[src/rtl/advance.sv]
// Per-packet sample advance: drops the first len samples of each packet and
// appends len zero samples so that output packet length equals input length.
module advance #(
  parameter int MAX_LEN_LOG2 = 10,
  parameter int WIDTH        = 16
) (
  input  logic                    clk,
  input  logic                    reset,
  input  logic                    clear,
  input  logic [MAX_LEN_LOG2:0]   len,
  input  logic [WIDTH-1:0]        i_tdata,
  input  logic                    i_tlast,
  input  logic                    i_tvalid,
  output logic                    i_tready,
  output logic [WIDTH-1:0]        o_tdata,
  output logic                    o_tlast,
  output logic                    o_tvalid,
  input  logic                    o_tready
);

  localparam int LW = MAX_LEN_LOG2 + 1;
  localparam logic [LW-1:0] CNT_ONE = {{(LW-1){1'b0}}, 1'b1};

  typedef enum logic [1:0] {
    ST_SKIP = 2'd0,
    ST_PASS = 2'd1,
    ST_PAD  = 2'd2
  } state_t;

  state_t          state_r;
  logic [LW-1:0]   len_r;
  logic [LW-1:0]   cnt_r;
  logic            ofree_s;
  logic            accept_s;
  logic [LW-1:0]   cnt_inc_s;
  logic [LW-1:0]   cnt_dec_s;

  // Output-register availability, input ready per state, and counter steps.
  always_comb begin
    ofree_s   = ~o_tvalid | o_tready;
    cnt_inc_s = cnt_r + CNT_ONE;
    cnt_dec_s = cnt_r - CNT_ONE;
    case (state_r)
      ST_SKIP: i_tready = 1'b1;
      ST_PASS: i_tready = ofree_s;
      ST_PAD:  i_tready = 1'b0;
      default: i_tready = 1'b0;
    endcase
    if (i_tvalid && i_tready) begin
      accept_s = 1'b1;
    end else begin
      accept_s = 1'b0;
    end
  end

  // Packet state machine with the single registered output stage.
  always_ff @(posedge clk) begin
    if (reset || clear) begin
      len_r    <= len;
      cnt_r    <= '0;
      state_r  <= (len == '0) ? ST_PASS : ST_SKIP;
      o_tvalid <= 1'b0;
      o_tlast  <= 1'b0;
      o_tdata  <= '0;
    end else begin
      case (state_r)
        ST_SKIP: begin
          // Discarded beats never touch the output; it just drains.
          if (ofree_s) begin
            o_tvalid <= 1'b0;
          end
          if (accept_s) begin
            cnt_r <= cnt_inc_s;
            if (i_tlast) begin
              state_r <= ST_PAD;
            end else if (cnt_inc_s == len_r) begin
              state_r <= ST_PASS;
            end
          end
        end
        ST_PASS: begin
          if (accept_s) begin
            o_tdata  <= i_tdata;
            o_tvalid <= 1'b1;
            if (i_tlast && (len_r == '0)) begin
              o_tlast <= 1'b1;
              len_r   <= len;
              cnt_r   <= '0;
              state_r <= (len == '0) ? ST_PASS : ST_SKIP;
            end else if (i_tlast) begin
              o_tlast <= 1'b0;
              cnt_r   <= len_r;
              state_r <= ST_PAD;
            end else begin
              o_tlast <= 1'b0;
            end
          end else if (ofree_s) begin
            o_tvalid <= 1'b0;
          end
        end
        ST_PAD: begin
          if (ofree_s) begin
            o_tdata  <= '0;
            o_tvalid <= 1'b1;
            o_tlast  <= (cnt_r == CNT_ONE);
            cnt_r    <= cnt_dec_s;
            // Final zero loaded: reload for the next packet.
            if (cnt_r == CNT_ONE) begin
              len_r   <= len;
              cnt_r   <= '0;
              state_r <= (len == '0) ? ST_PASS : ST_SKIP;
            end
          end
        end
        default: begin
          len_r    <= len;
          cnt_r    <= '0;
          state_r  <= (len == '0) ? ST_PASS : ST_SKIP;
          o_tvalid <= 1'b0;
          o_tlast  <= 1'b0;
          o_tdata  <= '0;
        end
      endcase
    end
  end

endmodule
[config.mk]
export PLATFORM = sky130hd
export DESIGN_NAME = advance
export DESIGN_NICKNAME = d
export VERILOG_FILES = /design/src/rtl/advance.sv
export SDC_FILE = /design/constraint.sdc
export NUM_CORES = 1
export LEC_CHECK = 0
export BUFFER_PORTS_ARGS = -buffer_cell sky130_fd_sc_hd__buf_2
export CAP_MARGIN = 30
export CORE_ASPECT_RATIO = 0.5
export CORE_UTILIZATION = 45
export CTS_BUF_LIST = sky130_fd_sc_hd__clkbuf_4 sky130_fd_sc_hd__clkbuf_8
export DETAILED_ROUTE_END_ITERATION = 8
export MAX_ROUTING_LAYER = met4
export PLACE_DENSITY = 0.65
export SLEW_MARGIN = 20
export SYNTH_ARGS = -nofsm -noshare
export SYNTH_HDL_FRONTEND = slang
export SYNTH_SLANG_ARGS = --single-unit
[constraint.sdc]
create_clock -name clk -period 7.6 [get_ports clk]
set_clock_uncertainty 0.05 [all_clocks]
set_input_delay 0.38 -clock clk [delete_from_list [all_inputs] [get_ports clk]]
set_output_delay 0.38 -clock clk [all_outputs]
set_load 0.01 [all_outputs]
Word-level counts from Yosys, hierarchy flattened
Cells that the tools add are included.

cells by class
  $add $sub $neg = 2
  muxes and demuxes = 37
  equal/unequal tests = 16
  bitwise gates (word level) = 3
  reduce and logical (&&, ||, !) cells = 10

operators by type and width
  operator               count
  $mux 11                11
  $pmux 11 s3            2
  $pmux 16 s3            1
  $mux 16                2
  $logic_not 11->1       2
  $mux 2                 9
  $ne 3x3->1 const B     6
  $add 11x1->11 const B  1
  $eq 11x1->1 const B    1
  $eq 11x11->1           1
  $sub 11x1->11 const B  1
  $mux 1                 8
  $ne 2x2->1 const B     4
  $ne 4x4->1 const B     2
  $pmux 1 s3             2
  $pmux 2 s3             1
  $reduce_and 6->1       1
  $reduce_and 5->1       1
  $reduce_and 4->1       1
  $reduce_and 3->1       1
  $eq 2x1->1 const B     1
  $eq 2x2->1 const B     1
  $logic_and 1x1->1      2
  $logic_not 2->1        1
  other kinds (4)        5

storage, ports and cells
  register bits after elaboration = 42
  logic and storage cells = 74
  input port bits = 33
  output and inout bits = 19

Depth between registers and ports, before layout
Gate-level depths: netlist of run 1.

  depth in word-level cells = 8
  mapped depth = 10

Worst setup path after synthesis of run 1
No wires, ideal clock.

  kind = reg-to-reg
  start point = register state_r[0]
  end point = register len_r[0] (enable)
  library setup time = 0.394 ns
  arrival = 2.470 ns
  period minus slack after synthesis = 2.914 ns
  setup slack = 4.686 ns
  stages on the path, launching flop included = 10
  required time = 7.156 ns
  cells stage by stage = edfxtp_1 -> inv_1 -> ha_1 -> clkbuf_1 -> a21oi_1 -> a21oi_1 -> or2_2 -> clkbuf_1 -> buf_2 -> o21ai_0

on the way
  word-level cells in the longest chain between the ends = 6
  elaborated cells on any way between the ends = 12
  those cells by class = eq/ne (7); mux (2); reduce/logical (3)

ends and longest elaborated chain
  item                                                  line    source
  start, declared                                       30      state_t state_r;
  start signal, assigned                                61      state_r <= (len == '0) ? ST_PASS : ST_SKIP;
  start signal, assigned                                89      state_r <= (len == '0) ? ST_PASS : ST_SKIP;
  start signal, assigned                                111     state_r <= (len == '0) ? ST_PASS : ST_SKIP;
  $eq 2x1->1 / $logic_not 2->1 (equally long branches)  43, 66
  $pmux 1 s2                                            43      case (state_r)
  $logic_and 1x1->1                                     49      if (i_tvalid && i_tready) begin
  $mux 1                                                49
  $ne 3x3->1 (no line)                                  --
  $reduce_and 5->1 (no line) (*)                        --
  end signal, assigned                                  59      len_r <= len;
  end signal, assigned                                  87      len_r <= len;
  end signal, assigned                                  109     len_r <= len;
  end, declared                                         31      logic [LW-1:0] len_r;

Mark *: on every way between the ends. The rest lies on a longest branch, timed or not.
A chain may end at the register's enable or synchronous reset.

Worst setup path in the final report of run 1
  start point = register state_r[0]
  end point = register state_r[1] (enable)

on the way
  word-level cells in the longest chain between the ends = 6
  elaborated cells on any way between the ends = 13
  those cells by class = eq/ne (8); mux (2); reduce/logical (3)

ends and longest elaborated chain
  item                                                  line
  $eq 2x1->1 / $logic_not 2->1 (equally long branches)  43, 66
  $pmux 1 s2                                            43
  $logic_and 1x1->1                                     49
  $mux 1                                                49
  $ne 3x3->1 (no line)                                  --
  $reduce_and 6->1 (no line) (*)                        --

Marked as above.

==> metrics.txt, run 1 <==
slew margin rel. 48.0%; yosys warns 0; layout cell share with drive strength beyond 1 20.9%; Tot Pwr 0.576 mW; # rows 18; clock network power share 26.8%; critical path type flip-flop to flip-flop; CTS root buf clkbuf_8; Post-CTS Hold Buffers 0; GRT Overall Usage 26.2%; Post-synth EDFFs 13; CTS resizes 0; CTS sink cnt 42; Comb pwr share 27.3%; Clock Tree Buf Depth 2; Netlist cell types 51; global-route wire length before repair 11.2 mm; vias in the first global route 2242; status completed; dpl hpwl 4.95 mm; Core Area 0.00516 mm2; Net Count, Synth 338; total negative slack 0 ns; CP endpoint kind flip-flop; Layout Nets 378; worst hold path type input pin to flip-flop; # IOs 52; pwr dens 201 mW/mm2; Final Cycle Share 41.2%; Final Hold Viols 0; final std cells w/o fill 409; Leak 1.08 nW; Fillers 465; clock transition at the registers of the reported paths 0.09 ns; Synth async-reset ratio 0%; Worst Setup SP state_r[0]; clock latency on the worst-skew pair 0.31 ns; flops & latches, synth 42; DR WL/cell 17.0 um; Die Span X 108 um; CTS tree done; DP Cell Count 401; via count 2477; first drt pass iteration count 5; Slew @ Worst Pin 0.776 ns; max-slew violations 0; Placer Congestion 0.934; Syn Area/Cell 8.49 um2; part of the Yosys area used for sequential elements 38.4%; worst path required time 7.55 ns; drt drc 0; Max Freq 319 MHz; Layout area overhead 13.0%; area taken by multi-input logic gates 0.00140 mm2; 1st-iter DRT viols 256; RSZ-0062 raised after global routing false; register share of total power 45.9%; H-tree Lvls 2; Sw Ratio 35.9%; CP arrival 3.09 ns; # diodes 0; VDD IR max 105 uV; FF+latch area 971 um2; Place WS 4.55 ns; initial antenna violation count 0; switching power 0.207 mW; Final Setup Violations 0; Final WS setup 4.47 ns; chip height 55.0 um; Post-DRT Antenna Nets 0; Post-CTS Setup Bufs 0; Mapped Cells 298; cts bufs inserted 5; final hold slack 0.210 ns; critical path fanouts, max 17; min-delay src len[0]; die area 0.00595 mm2; CP Launch Type flip-flop; GRT Residual Overflow 0; Routed WL 6.95 mm; dominant synthesized flop cell dfxtp_1; DR vias/cell 6.06; Synth Cell Area 0.00253 mm2; largest net degree at the start of global routing 28; Cell Int Power 0.369 mW; input/output buffers 51; Starting Density 49.1%; Max Cap Viol 0; start of the worst register-to-register path state_r[0]; Tmin final 3.13 ns
## cell families after synthesis
group                      count (synthesis)  synth area share [%]
buffers and inverters                     29                  6.18
DFF                                       42                  38.4
AOI/OAI and AO/OA                         73                  19.0
xor gates and xnor gates                  19                  6.57
muxes                                      3                  1.24
and+or+nand+nor                          125                  25.2
adders and majority gates                  7                  3.46
## layer usage
layer / global-route usage, % / share of wire (%) / up-vias
li1: - / - / 1175
met3: 7.14 / 12 / 11
met5: - / 0 / -
met1: 34.7 / 45 / 1134
met2: 39.0 / 41 / 157
met4: 8.90 / 1.2 / 0
## placed cells by master (no fill, tap or decap), drive strengths merged, types with 3 or more instances in the layout
master  count
buf        54
nand2      37
nand3      30
dfxtp      29
a21oi      25
nor2       19
o21ai      17
edfxtp     13
xnor2      12
nor3        9
inv         8
nor4        8
xor2        7
ha          7
nor2b       5
clkbuf      5
nand4       5
a32o        4
a22oi       4
a221oi      4
a32oi       3
## registers in the layout, summed over array words and instances, names as in the netlist
signal    cells
state_r       2
len_r        11
o_tlast       1
o_tvalid      1
cnt_r        11
o_tdata      16
## stage by stage
step                      utilization (%)  area, um2
after global routing                 55.5       2860
after floorplan                         -       2530
final                                55.5       2860
after CTS                            55.5       2860
after global placement               53.6       2760
after detailed placement             53.7       2770
## final cells by class
type                            count  share of cell area (%)
Sequential cell                    42                    33.9
Tap cell                           70                    3.06
Timing Repair Buffer               54                    9.71
Clock buffer                        5                    2.41
Multi-Input combinational cell    227                    49.1
Clock inverter                      3                   0.744
Inverter                            8                    1.05
## critical path, cell delays in order, from the launching register on
cell      delay (ns)
edfxtp_1        0.44
inv_1           0.11
ha_1            0.55
o21ai_0         0.25
a221oi_2        0.56
nand4_1         0.13
or4_1           0.50
o21ai_1         0.24
## synth_stat cells, types with 3 or more instances
cell       n  area, um2
a221oi_1   3       26.3
a32o_1     4       40.0
ha_1       7       87.6
edfxtp_1  13        390
nor2b_1    5       31.3
clkbuf_1  11       41.3
nor4_1     7       43.8
o21ai_0   16       80.1
a32oi_1    3       26.3
inv_1      8       30.0
dfxtp_1   29        581
nor2_1    18       67.6
buf_6      4       45.0
xnor2_1   12        105
nor3_1     9       45.0
a21oi_1   25        125
nand4_1    4       25.0
buf_4      4       30.0
a22oi_1    4       30.0
nand3_1   29        145
xor2_1     7       61.3
nand2_1   37        139
## final timing paths
check,to,slack [ns],cells past startpoint
max,state_r[1],4.47,7
min,len_r[0],0.21,1
max reg2reg,state_r[1],4.47,7
min reg2reg,o_tdata[15],0.40,2
## power by group through the flow
stage          clock [mW]  sequential [mW]  combinational [mW]
3_5_place_dp            0            0.269               0.153
5_1_grt             0.165            0.266               0.173
4_1_cts             0.157            0.264               0.153
6_report            0.154            0.265               0.157
3_3_place_gp            0            0.268               0.150
2_1_floorplan           0            0.260               0.120
Power figures use the tool's default switching activity.
==> run 2, diff against run 1 <==
==> constraint.sdc (replaced) <==
create_clock -name clk -period 3.1 [get_ports clk]
set_clock_uncertainty 0.05 [all_clocks]
set_input_delay 0.155 -clock clk [delete_from_list [all_inputs] [get_ports clk]]
set_output_delay 0.155 -clock clk [all_outputs]
set_load 0.01 [all_outputs]
==> metrics.txt, run 2 (synthesis results as in run 1) <==
max FFs per register 16 (unchanged); # rows 18 (unchanged); commonest non-fill, non-tap cells in the layout buf_2, nand2_1, nand3_1, dfxtp_1, a21oi_1 (unchanged); GRT Overall Usage 26.8% (was 26.2%); cts bufs inserted 5 (unchanged); Final WS setup 0.293 ns (was 4.47 ns); GRT Residual Overflow 0 (unchanged); Clock Tree Buf Depth 2 (unchanged); CTS sink cnt 42 (unchanged); final std cells w/o fill 425 (was 409); Post-CTS Setup Bufs 0 (unchanged); Largest regs o_tdata x16, cnt_r x11, len_r x11 (unchanged); worst path required time 3.05 ns (was 7.55 ns); Layout area overhead 19.7% (was 13.0%); Core Area 0.00516 mm2 (unchanged); DR vias/cell 5.89 (was 6.06); CP endpoint kind flip-flop (unchanged); 1st-iter DRT viols 251 (was 256); global-route wire length before repair 11.3 mm (was 11.2 mm); die area 0.00595 mm2 (unchanged); fin util 58.8% (was 55.5%); Finished Cell Area 0.00303 mm2 (was 0.00286 mm2); Placer Congestion 0.984 (was 0.934); r2r setup slk 0.29 ns (was 4.47 ns); input/output buffers 51 (unchanged); reg2reg end state_r[0] (was state_r[1]); H-tree Lvls 2 (unchanged); critical path type flip-flop to flip-flop (unchanged); CTS resizes 0 (unchanged); worst hold path cell count 3 (was 1); start of the worst register-to-register path cnt_r[0] (was state_r[0]); RSZ-0062 raised after global routing false (unchanged); CTS root buf clkbuf_8 (unchanged); drt drc 0 (unchanged); Layout Nets 394 (was 378); Leak 1.17 nW (was 1.08 nW); Max Freq 356 MHz (was 319 MHz); Critical-path top delay cell or4b_1 (was a221oi_2); Final Setup Violations 0 (unchanged); cell breakdown of the critical path ha_1, xor2_1, xnor2_1, nand3_1, or4b_1, or4_1, o21ai_1 (was inv_1, ha_1, o21ai_0, a221oi_2, nand4_1, or4_1, o21ai_1); Post-DP Area 0.00281 mm2 (was 0.00277 mm2); WHS Endpoint o_tdata[7] (was len_r[0]); final hold slack 0.0623 ns (was 0.210 ns); max-slew violations 0 (unchanged); status completed (unchanged); Final Cycle Share 90.5% (was 41.2%); area taken by multi-input logic gates 0.00140 mm2 (unchanged); Place WS 0.379 ns (was 4.55 ns); chip height 55.0 um (unchanged); Top reg by flops o_tdata (unchanged); Tmin final 2.81 ns (was 3.13 ns); DR WL/cell 17.2 um (was 17.0 um); slew margin rel. 39.4% (was 48.0%); Buf+Inv Stages, Crit Path 0 (was 1); Fillers 466 (was 465); layout cell share with drive strength beyond 1 21.4% (was 20.9%); Tot Pwr 1.52 mW (was 0.576 mW); worst-case reg-to-reg path depth 7 (unchanged); DP Cell Count 406 (was 401); min-delay src i_tdata[7] (was len[0]); Die Span X 108 um (unchanged); CTS tree done (unchanged); clock latency on the worst-skew pair 0.31 ns (about the same); Routed WL 7.32 mm (was 6.95 mm); pwr dens 502 mW/mm2 (was 201 mW/mm2); cell family with most CP delay simple AND/OR/NAND/NOR gates (was compound AO/OA/AOI/OAI gates); # IOs 52 (unchanged); VDD IR max 287 uV (was 105 uV); # diodes 0 (unchanged); commonest non-fill, non-tap cell in the layout buf_2 (unchanged); vias in the first global route 2200 (was 2242); Slew @ Worst Pin 0.905 ns (was 0.776 ns); Starting Density 49.1% (unchanged); first drt pass iteration count 7 (was 5); via count 2502 (was 2477); Post-CTS Hold Buffers 11 (was 0); dpl hpwl 5.20 mm (was 4.95 mm); critical path fanouts, max 8 (was 17); Max Cap Viol 0 (unchanged); clock transition at the registers of the reported paths 0.09 ns (about the same); Post-DRT Antenna Nets 0 (unchanged); CP Launch Type flip-flop (unchanged); largest net degree at the start of global routing 28 (unchanged); worst hold path type input pin to flip-flop (unchanged); Slowest Stage Delay on Critical Path 0.51 ns (was 0.56 ns); Final Hold Viols 0 (unchanged); initial antenna violation count 0 (unchanged); CP arrival 2.75 ns (was 3.09 ns); total negative slack 0 ns (unchanged); FF+latch area 971 um2 (unchanged)
==> run 2: cell count changes in the layout (fill, tap and decap cells not counted) <==
cell,previous run,this run
inv_6,0,1
clkinv_4,1,0
bufinv_16,0,1
buf_4,3,8
dlygate4sd3_1,0,11
clkinvlp_4,1,0
==> run 2: final cells by class <==
| class | count | share of cell area, % |
|---|---|---|
| multi-input combinational | 227 | 46.3 |
| sequential | 42 | 32.0 |
| timing repair buffer | 70 | 14.0 |
| tap | 70 | 2.89 |
| clock buffer | 5 | 2.27 |
| clock inverter | 3 | 1.45 |
| inverter | 8 | 0.991 |
==> run 2: worst max path at each step <==
stage          depth (start not counted)    endpoint  slack (ns)        from
2_1_floorplan                          9    len_r[0]        0.19  state_r[0]
3_3_place_gp                           7  state_r[0]        0.43    cnt_r[0]
3_5_place_dp                           7  state_r[1]        0.38    cnt_r[0]
4_1_cts                                7  state_r[1]        0.33    cnt_r[0]
5_1_grt                                7  state_r[1]        0.16    cnt_r[0]
6_report                               7  state_r[0]        0.29    cnt_r[0]
==> run 2: metal layers <==
| metal | GRT usage (%) | vias up | wire length, um |
|---|---|---|---|
| met4 | 5.25 | 0 | 36 |
| met1 | 37.2 | 1153 | 3530 |
| met3 | 6.32 | 5 | 737 |
| li1 | - | 1205 | - |
| met5 | - | - | 0 |
| met2 | 40.0 | 139 | 3010 |
==> run 2: where the power goes <==
part	leakage [nW]	switching, mW	internal, mW
sequential	0.370	0.0500	0.600
clock	0.0585	0.214	0.242
combinational	0.737	0.249	0.166
total	1.17	0.513	1.01
==> run 2: worst register-to-register path, stage by stage, from the launching register on <==
cell	delay [ns]
dfxtp_1	0.48
ha_1	0.31
xor2_1	0.25
xnor2_1	0.15
nand3_1	0.08
or4b_1	0.51
or4_1	0.41
o21ai_1	0.26
